<file path="config.mk">
export PLATFORM = sky130hd
export DESIGN_NAME = fetch_unit
export DESIGN_NICKNAME = d
export VERILOG_FILES = /design/src/rtl/fetch_unit.sv
export SDC_FILE = /design/constraint.sdc
export NUM_CORES = 1
export LEC_CHECK = 0
export ABC_CLOCK_PERIOD_IN_PS = 4250
export CAP_MARGIN = 10
export CORE_ASPECT_RATIO = 1.75
export CORE_MARGIN = 2
export CORE_UTILIZATION = 45
export DETAILED_ROUTE_END_ITERATION = 7
export PLACE_DENSITY = 0.81
export SYNTH_ARGS = -nofsm -noshare
export SYNTH_HDL_FRONTEND = slang
export SYNTH_SLANG_ARGS = --single-unit
</file>
<file path="constraint.sdc">
create_clock -name clk -period 4.25 [get_ports clk]
set_input_delay 0.85 -clock clk [delete_from_list [all_inputs] [get_ports clk]]
set_output_delay 0.85 -clock clk [all_outputs]
set_load 0.005 [all_outputs]
</file>
<file path="src/rtl/fetch_unit.sv">
// Instruction-fetch stage: holds the PC, fetches over a req/ack memory port and strobes exec_en.
// Optional single-step mode via `FETCH_STEP_EN (adds a synchronised `step` input and a HOLD state).
module fetch_unit #(
  parameter logic [31:0] RESET_PC    = 32'h0000_0000,
  parameter int unsigned ACK_TIMEOUT = 255
) (
  input  logic        clk,
  input  logic        rst_n,
`ifdef FETCH_STEP_EN
  input  logic        step,
`endif
  input  logic        halt,
  input  logic        Jump,
  input  logic        Jal,
  input  logic        Jr,
  input  logic        Branch,
  input  logic        Zero,
  input  logic [31:0] SignImm,
  input  logic [31:0] RegJr,
  output logic        imem_req,
  output logic [31:0] imem_addr,
  input  logic [31:0] imem_rdata,
  input  logic        imem_ack,
  output logic [31:0] PC,
  output logic [31:0] PCPlus4,
  output logic [31:0] Instr,
  output logic [5:0]  OP,
  output logic [5:0]  Funct,
  output logic        exec_en,
  output logic        fault
);

  typedef enum logic [2:0] {
    S_FETCH,
    S_WAIT,
    S_EXEC,
    S_FAULT
`ifdef FETCH_STEP_EN
    , S_HOLD
`endif
  } state_t;

  localparam logic [9:0] TIMEOUT_CNT = 10'(ACK_TIMEOUT);

  state_t      r_state;
  state_t      w_nextState;
  logic [31:0] r_pc;
  logic [31:0] r_instr;
  logic [9:0]  r_waitCnt;
  logic [9:0]  w_cntInc;
  logic [31:0] w_pcPlus4;
  logic [31:0] w_nextPc;
  logic [31:0] w_jrTarget;
  logic        w_stepRise;

`ifdef FETCH_STEP_EN
  logic [1:0] r_stepSync;
  logic       r_stepPrev;

  always_ff @(posedge clk or negedge rst_n) begin
    if (!rst_n) begin
      r_stepSync <= 2'b00;
      r_stepPrev <= 1'b0;
    end else begin
      r_stepSync <= {r_stepSync[0], step};
      r_stepPrev <= r_stepSync[1];
    end
  end

  assign w_stepRise = r_stepSync[1] & ~r_stepPrev;
`else
  assign w_stepRise = 1'b0;
`endif

  assign w_pcPlus4  = r_pc + 32'd4;
  assign w_cntInc   = r_waitCnt + 10'd1;
  assign w_jrTarget = RegJr & ~32'h0000_0003;

  // Next-PC selection, Jr highest priority; all arithmetic wraps modulo 2^32.
  always_comb begin
    w_nextPc = w_pcPlus4;
    if (Jr)
      w_nextPc = w_jrTarget;
    else if (Jal || Jump)
      w_nextPc = {w_pcPlus4[31:28], r_instr[25:0], 2'b00};
    else if (Branch && Zero)
      w_nextPc = w_pcPlus4 + (SignImm << 2);
  end

  always_comb begin
    w_nextState = r_state;
    case (r_state)
      S_FETCH: if (!halt) w_nextState = S_WAIT;
      // An ack on the timeout edge still wins.
      S_WAIT: begin
        if (imem_ack)
          w_nextState = S_EXEC;
        else if (w_cntInc == TIMEOUT_CNT)
          w_nextState = S_FAULT;
      end
`ifdef FETCH_STEP_EN
      S_EXEC:  w_nextState = S_HOLD;
      S_HOLD:  if (w_stepRise) w_nextState = S_FETCH;
`else
      S_EXEC:  w_nextState = S_FETCH;
`endif
      S_FAULT: w_nextState = S_FAULT;
      default: w_nextState = S_FETCH;
    endcase
  end

  always_ff @(posedge clk or negedge rst_n) begin
    if (!rst_n) begin
      r_state   <= S_FETCH;
      r_pc      <= RESET_PC;
      r_instr   <= 32'h0;
      r_waitCnt <= 10'd0;
    end else begin
      r_state <= w_nextState;
      if (r_state == S_FETCH)
        r_waitCnt <= 10'd0;
      else if (r_state == S_WAIT && !imem_ack)
        r_waitCnt <= w_cntInc;
      if (r_state == S_WAIT && imem_ack)
        r_instr <= imem_rdata;
      if (r_state == S_EXEC)
        r_pc <= w_nextPc;
    end
  end

  assign imem_req  = (r_state == S_WAIT);
  assign imem_addr = r_pc;
  assign PC        = r_pc;
  assign PCPlus4   = w_pcPlus4;
  assign Instr     = r_instr;
  assign OP        = r_instr[31:26];
  assign Funct     = r_instr[5:0];
  assign exec_en   = (r_state == S_EXEC);
  assign fault     = (r_state == S_FAULT);

endmodule

</file>
==> results.tsv, run 1 <==
stage	metric	value	unit
logic_synthesis	xor and xnor fraction of the mapped netlist area	7.19	%
logic_synthesis	synthesized area	6210	um^2
cells_and_area	Synth-to-Final Area Change	43.7	%
global_route	first-pass GRT wire length	35200	um
setup_path	slowest CP cell	dfrtp_1	
logic_synthesis	Post-Synth Simple-Gate Area	18.5	%
setup_path	crit-path leading delay family	simple AND/OR/NAND/NOR gates	
setup_path	critical path cell sequence	and4_1 -> and2_1 -> and3_1 -> nand2_1 -> xnor2_1 -> ha_1 -> and4_1 -> nand3_1 -> o2bb2ai_1 -> o21ba_1 -> a21boi_4 -> a2111oi_2 -> or4_1 -> a2111o_1 -> nand3_1	
setup_path	Worst setup SP type	flop	
logic_synthesis	Compound-Gate Fraction of Synth Area	21.3	%
cells_and_area	commonest non-fill, non-tap cell in the layout	clkdlybuf4s50_1	
logic_synthesis	synthesis-stage register bit count	74	
detailed_routing	Post-DRT Antenna Nets	0	
clocking	Longest Clk Path Bufs	2	
sta	f_max	249	MHz
cells_and_area	post-route insts no fill	1131	
global_route	largest net degree at the start of global routing	75	
pwr	Total Power	6.61	mW
logic_synthesis	post-synthesis mux area share	6.61	%
clocking	clk_lat worst skew	0.34	ns
detailed_routing	DR pass1 iterations	5	
clocking	clock sink total	74	
logic_synthesis	share of the synthesized area in the top cell type	29.8	%
outcome	status	finished clean	
sta	Worst-Margin Slew	0.987	ns
global_route	number of global-route vias before repair	6652	
cells_and_area	n_diodes	0	
clocking	hold_buf cts	0	
detailed_routing	# DRC	0	
detailed_routing	WL per Instance	20.2	um
global_route	grt ovf	0	
sta	Slew Limit Fails	0	
worst_hold_path	HP Class	reg2reg	
placement	gpl congestion	0.967	
logic_synthesis	predominant post-synthesis flop cell	dfrtp_1	
clocking	CTS resizes	0	
clocking	Root Driver	clkbuf_16	
detailed_routing	DRT iter0 DRCs	313	
clocking	# Post-CTS Setup Buffers	0	
clocking	CTS buffer count	9	
sta	final hold vios	0	
sta	setup repair after global routing missed its margin	no	
sta	clk_skew	0.00737	ns
logic_synthesis	largest family of logic cells by synthesized area	compound AO/OA/AOI/OAI gates	
sta	minimum clock period	4.02	ns
logic_synthesis	Synth Instances	743	
clocking	H-Tree Depth	3	
run	max-cap violations	0	
die	core footprint	13500	um^2
logic_synthesis	ys async rst share	100	%
setup_path	CP arrival	4.30	ns
sta	Final WS setup	0.234	ns
logic_synthesis	average cell area after synthesis	8.36	um^2
pwr	Power Density	740	nW/um^2
global_route	all-layer global routing usage	30.7	%
detailed_routing	vias per cell	5.82	
logic_synthesis	synth unique cells	60	
sta	Worst slew margin	34.2	%
cells_and_area	Net count, final	1096	
setup_path	CP max FO	8	
sta	Tcrit/Tclk final	94.5	%
placement	Buffers on Ports	237	
placement	pre-CTS setup slack	0.0891	ns
die	die height	159	um
logic_synthesis	EDFF count, synth	0	
placement	Placed Instances	1115	
pwr	Leakage	3.73	nW
pwr	highest ir drop seen on vdd	0.000510	V
logic_synthesis	YS warnings	0	
setup_path	crit-path max cell delay	0.51	ns
logic_synthesis	Post-Synth Adder-Cell Area	7.98	%
sta	Fin Setup TNS	0	ns
die	Die X	92.8	um
detailed_routing	final wirelength	22800	um
setup_path	critical setup path kind	reg2reg	
cells_and_area	Util after Layout	66.3	%
detailed_routing	via count	6586	
die	DIE AREA	14800	um^2
setup_path	CP endpoint kind	flop	
clocking	Worst-path clk slew	0.07	ns
logic_synthesis	area leader, netlist	dfrtp_1	
die	Initial Util	46.2	%
cells_and_area	most frequent cells in the layout	clkdlybuf4s50_1 (236), nand2_1 (92), dfrtp_1 (74)	
setup_path	Req. time, crit path	4.53	ns
global_route	initial antenna violation count	0	
clocking	CTS tree	built	
die	I/O pin total	248	
logic_synthesis	post-synthesis sequential area ratio	29.8	%
setup_path	CP bufs+invs	0	
cells_and_area	layout cells sized above 1	9.72	%
sta	setup violators final	0	
die	Site Rows	56	
logic_synthesis	Synth area leaders	dfrtp_1 (30%), ha_1 (7.7%), buf_4 (5.9%)	
placement	hpwl dp	17600	um
flip-flops by register name, indices dropped and copies added (netlist names):
signal     flops
Instr         32
PC            30
r_waitCnt     10
r_state        2
cells by family (layout without fill, tap and decap cells):
kind of cell	Yosys count	after routing
and+or+nand+nor	243	243
AOI/OAI and AO/OA	206	206
buffers and inverters	92	301
DFF	74	74
xor gates and xnor gates	51	51
adders and majority gates	39	39
muxes	37	37
other	1	6
report_power, final:
part	internal, mW	switching [mW]
Sequential	1.02	0.441
Combinational	2.36	1.97
Clock	0.466	0.348
Total	3.84	2.76
per-layer routing:
metal  GRT usage, %  vias up  part of all wire (%)
li1               -     3058                     -
met1           31.4     3092                    33
met2           56.1      349                    53
met3           4.45       87                   7.1
met4           20.4        0                   6.9
met5              0        -                     0
area by class of cell:
type | count | area, um^2
sequential | 74 | 1850
timing repair buffer | 272 | 2630
inverter | 13 | 48.8
tap | 174 | 218
fill | 1159 | 4530
clock inverter | 7 | 82.6
clock buffer | 9 | 225
multi-input combinational | 582 | 3860
cell usage after synthesis, drive strengths merged, types with 3 or more instances:
cell type and instances:
a2111oi 3, a211oi 8, a21boi 3, a21o 13
a21oi 55, a22o 3, a22oi 4, a311oi 6
a31oi 9, and2 5, and3 18, and4 5
buf 56, clkbuf 23, dfrtp 74, ha 38
inv 13, mux2 32, mux2i 5, nand2 92
nand3 29, nand4 14, nor2 46, nor2b 8
nor3 7, o211ai 12, o21a 9, o21ai 54
o21bai 3, o221ai 3, o22ai 3, o31ai 5
or3 8, xnor2 36, xor2 15
stage by stage:
| stage | area, um^2 | hold WS [ns] |
|---|---|---|
| finish | 8920 | 0.535 |
| global route | 8920 | 0.554 |
| CTS | 8910 | 0.534 |
| detailed placement | 8600 | 0.521 |
| global placement | 8600 | 0.511 |
| floorplan | 6230 | 0.480 |
final timing paths:
| kind | from | to | slack (ns) | depth (start not counted) |
|---|---|---|---|---|
| max | PC[7] | PC[31] | 0.23 | 15 |
| min | r_waitCnt[7] | r_waitCnt[7] | 0.54 | 1 |
| max reg2reg | PC[7] | PC[31] | 0.23 | 15 |
| min reg2reg | r_waitCnt[7] | r_waitCnt[7] | 0.54 | 1 |
| max in group asynchronous | rst_n | PC[20] | 2.94 | 1 |
| min in group asynchronous | rst_n | Instr[28] | 0.64 | 1 |
No activity file was read; power rests on OpenSTA's default activity.
==> run 2: changes to the inputs <==
--- a/config.mk
+++ b/config.mk
@@ -8,8 +8,9 @@
 export ABC_CLOCK_PERIOD_IN_PS = 4250
 export CAP_MARGIN = 10
 export CORE_ASPECT_RATIO = 1.75
-export CORE_MARGIN = 2
+export CORE_MARGIN = 8
 export CORE_UTILIZATION = 45
+export CTS_CLUSTER_SIZE = 10
 export DETAILED_ROUTE_END_ITERATION = 7
 export PLACE_DENSITY = 0.81
 export SYNTH_ARGS = -nofsm -noshare
==> run 2 against run 1 <==
Compared with the run above:
- register-to-register slack improved by 0.02 ns
- combinational power increased by 2%
- critical path depth is the same
- clock power is 11% higher
- via count down 0.14%
- cell count is 0.44% higher
- utilization is 0.51 points lower
- global-route usage decreased by 4.3 points
- routed wire length rose by 6.6%
- sequential power about the same
- worst hold slack lost 0.013 ns
==> results.tsv, run 2 (synthesized netlist as in run 1, its figures left out) <==
stage	metric	value	unit	change
cells_and_area	combined area of the multi-input logic cells	3870	um^2	about the same
clocking	Longest Clk Path Bufs	2		unchanged
run	max-cap violations	0		unchanged
clocking	H-Tree Depth	3		unchanged
placement	gpl congestion	0.937		-3.1%
sta	Worst slew margin	34.7	%	+0.50 points
sta	Slew Limit Fails	0		unchanged
setup_path	launch point of the worst reg-to-reg path	PC[5]		
setup_path	slowest CP cell	dfrtp_1		
detailed_routing	# DRC	0		unchanged
setup_path	register-to-register setup slack	0.26	ns	+0.02 ns
cells_and_area	final non-filler cell area	9010	um^2	+1.0%
cells_and_area	Net count, final	1099		+0.27%
setup_path	CP arrival	4.26	ns	-0.04 ns
pwr	Power Density	751	nW/um^2	+1.5%
cells_and_area	fillers	1178		+1.6%
setup_path	CP most frequent cell	nand3_1		
worst_hold_path	HP Class	reg2reg		
cells_and_area	post-route insts no fill	1136		+0.44%
setup_path	critical setup path kind	reg2reg		
setup_path	CP max FO	7		-1
cells_and_area	max FFs per register	32		unchanged
setup_path	critical path cell sequence	nand2_1 -> nor2_2 -> and3_1 -> nand4_1 -> xnor2_1 -> ha_1 -> and4_1 -> nand3_1 -> o2bb2ai_1 -> o21ba_1 -> a21boi_4 -> a2111oi_2 -> or4_1 -> a2111o_1 -> nand3_1		
outcome	status	finished clean		
cells_and_area	most frequent cells in the layout	clkdlybuf4s50_1 (236), nand2_1 (92), dfrtp_1 (71)		
clocking	Worst-path clk slew	0.06	ns	about the same
setup_path	CP bufs+invs	0		unchanged
die	Initial Util	45.3	%	-0.81 points
global_route	all-layer global routing usage	26.4	%	-4.3 points
sta	minimum clock period	3.99	ns	-0.0225 ns
sta	final hold vios	0		unchanged
global_route	largest net degree at the start of global routing	75		unchanged
pwr	highest ir drop seen on vdd	0.000482	V	-5.4%
die	Die X	105	um	+13%
clocking	hold_buf cts	0		unchanged
setup_path	Req. time, crit path	4.52	ns	about the same
detailed_routing	DR pass1 iterations	4		-1
setup_path	Setup crit end	PC[31]		
cells_and_area	Synth-to-Final Area Change	45.1	%	
setup_path	Critical R2R Capture	PC[31]		
cells_and_area	storage element area	1860	um^2	+0.20%
setup_path	Crit path depth	15		unchanged
cells_and_area	layout cells sized above 1	10.3	%	+0.61 points
sta	Worst-Margin Slew	0.979	ns	-0.00757 ns
detailed_routing	final wirelength	24300	um	+6.6%
global_route	grt ovf	0		unchanged
detailed_routing	WL per Instance	21.4	um	+6.1%
setup_path	r2r worst-path depth	15		unchanged
clocking	CTS buffer count	9		unchanged
die	I/O pin total	248		unchanged
cells_and_area	n_diodes	0		unchanged
pwr	Leakage	3.77	nW	+1.2%
die	DIE AREA	18000	um^2	+21%
die	core footprint	13700	um^2	+1.8%
placement	Buffers on Ports	237		unchanged
placement	area post-placement	8630	um^2	+0.36%
setup_path	Worst setup SP type	flop		
pwr	Total Power	6.77	mW	+2.5%
die	Site Rows	57		+1.8%
clocking	clock sink total	74		unchanged
placement	Placed Instances	1120		+0.45%
cells_and_area	commonest non-fill, non-tap cell in the layout	clkdlybuf4s50_1		
setup_path	crit-path leading delay family	simple AND/OR/NAND/NOR gates		
die	die height	171	um	+7.5%
detailed_routing	vias per cell	5.79		-0.58%
detailed_routing	via count	6577		-0.14%
setup_path	crit path launch	PC[5]		
sta	Fin Setup TNS	0	ns	unchanged
sta	clk_skew	0.00985	ns	+0.00248 ns
placement	hpwl dp	19000	um	+8.1%
global_route	first-pass GRT wire length	37200	um	+5.6%
sta	Tcrit/Tclk final	94.0	%	-0.53 points
detailed_routing	DRT iter0 DRCs	268		-14%
sta	f_max	250	MHz	+0.56%
clocking	clk_lat worst skew	0.34	ns	about the same
clocking	Root Driver	clkbuf_16		
clocking	CTS tree	built		
sta	hold slack	0.522	ns	-0.0133 ns
global_route	number of global-route vias before repair	6855		+3.1%
setup_path	crit-path max cell delay	0.50	ns	about the same
global_route	initial antenna violation count	1		+1
setup_path	CP endpoint kind	flop		
detailed_routing	Post-DRT Antenna Nets	0		unchanged
sta	setup violators final	0		unchanged
run 2: worst register-to-register path: stages (launching register included):
cell	delay, ns
dfrtp_1	0.50
nand2_1	0.13
nor2_2	0.28
and3_1	0.27
nand4_1	0.14
xnor2_1	0.21
ha_1	0.38
and4_1	0.23
nand3_1	0.10
o2bb2ai_1	0.14
o21ba_1	0.20
a21boi_4	0.29
a2111oi_2	0.14
or4_1	0.45
a2111o_1	0.38
nand3_1	0.08
run 2: worst min-delay path by stage:
stage / startpoint / to / slack, ns / cells after the start
after CTS: Instr[25] / Instr[25] / 0.53 / 1
after detailed placement: Instr[25] / Instr[25] / 0.51 / 1
after global placement: Instr[25] / Instr[25] / 0.51 / 1
after floorplan: r_waitCnt[7] / r_waitCnt[7] / 0.48 / 1
final: Instr[25] / Instr[25] / 0.52 / 1
after global routing: r_waitCnt[7] / r_waitCnt[7] / 0.55 / 1
run 2: final cells by class:
class / instances / area share, %
clock buffers: 11 / 2.80
clock inverters: 4 / 1.10
inverters: 13 / 0.541
multi-input cells: 582 / 42.9
flip-flops and latches: 74 / 20.6
well taps: 177 / 2.46
repair buffers: 275 / 29.6
run 2: through the flow:
stage	utilization (%)	setup slack (ns)
2_1_floorplan	-	0.422
3_3_place_gp	63.0	0.136
3_5_place_dp	63.0	0.125
4_1_cts	65.6	0.0750
5_1_grt	65.8	-0.0611
6_report	65.8	0.257
run 2: power breakdown:
group / total [mW] / switching, mW / internal [mW]
clock network: 0.903 / 0.300 / 0.604
logic: 4.41 / 2.02 / 2.39
registers: 1.46 / 0.436 / 1.03
total: 6.77 / 2.75 / 4.02
run 2: repair_timing:
action / in CTS / in global routing
resized for setup: 0 / 7
buffers inserted: 0 / 1
setup endpoints to repair: 0 / 5
run 2: routing by layer:
metal	wire length [um]	share of wire [%]	GRT usage, %
met4	1430	5.9	16.0
met5	10	0.041	0
met2	12800	53	48.7
met1	8100	33	25.6
met3	1980	8.2	7.24
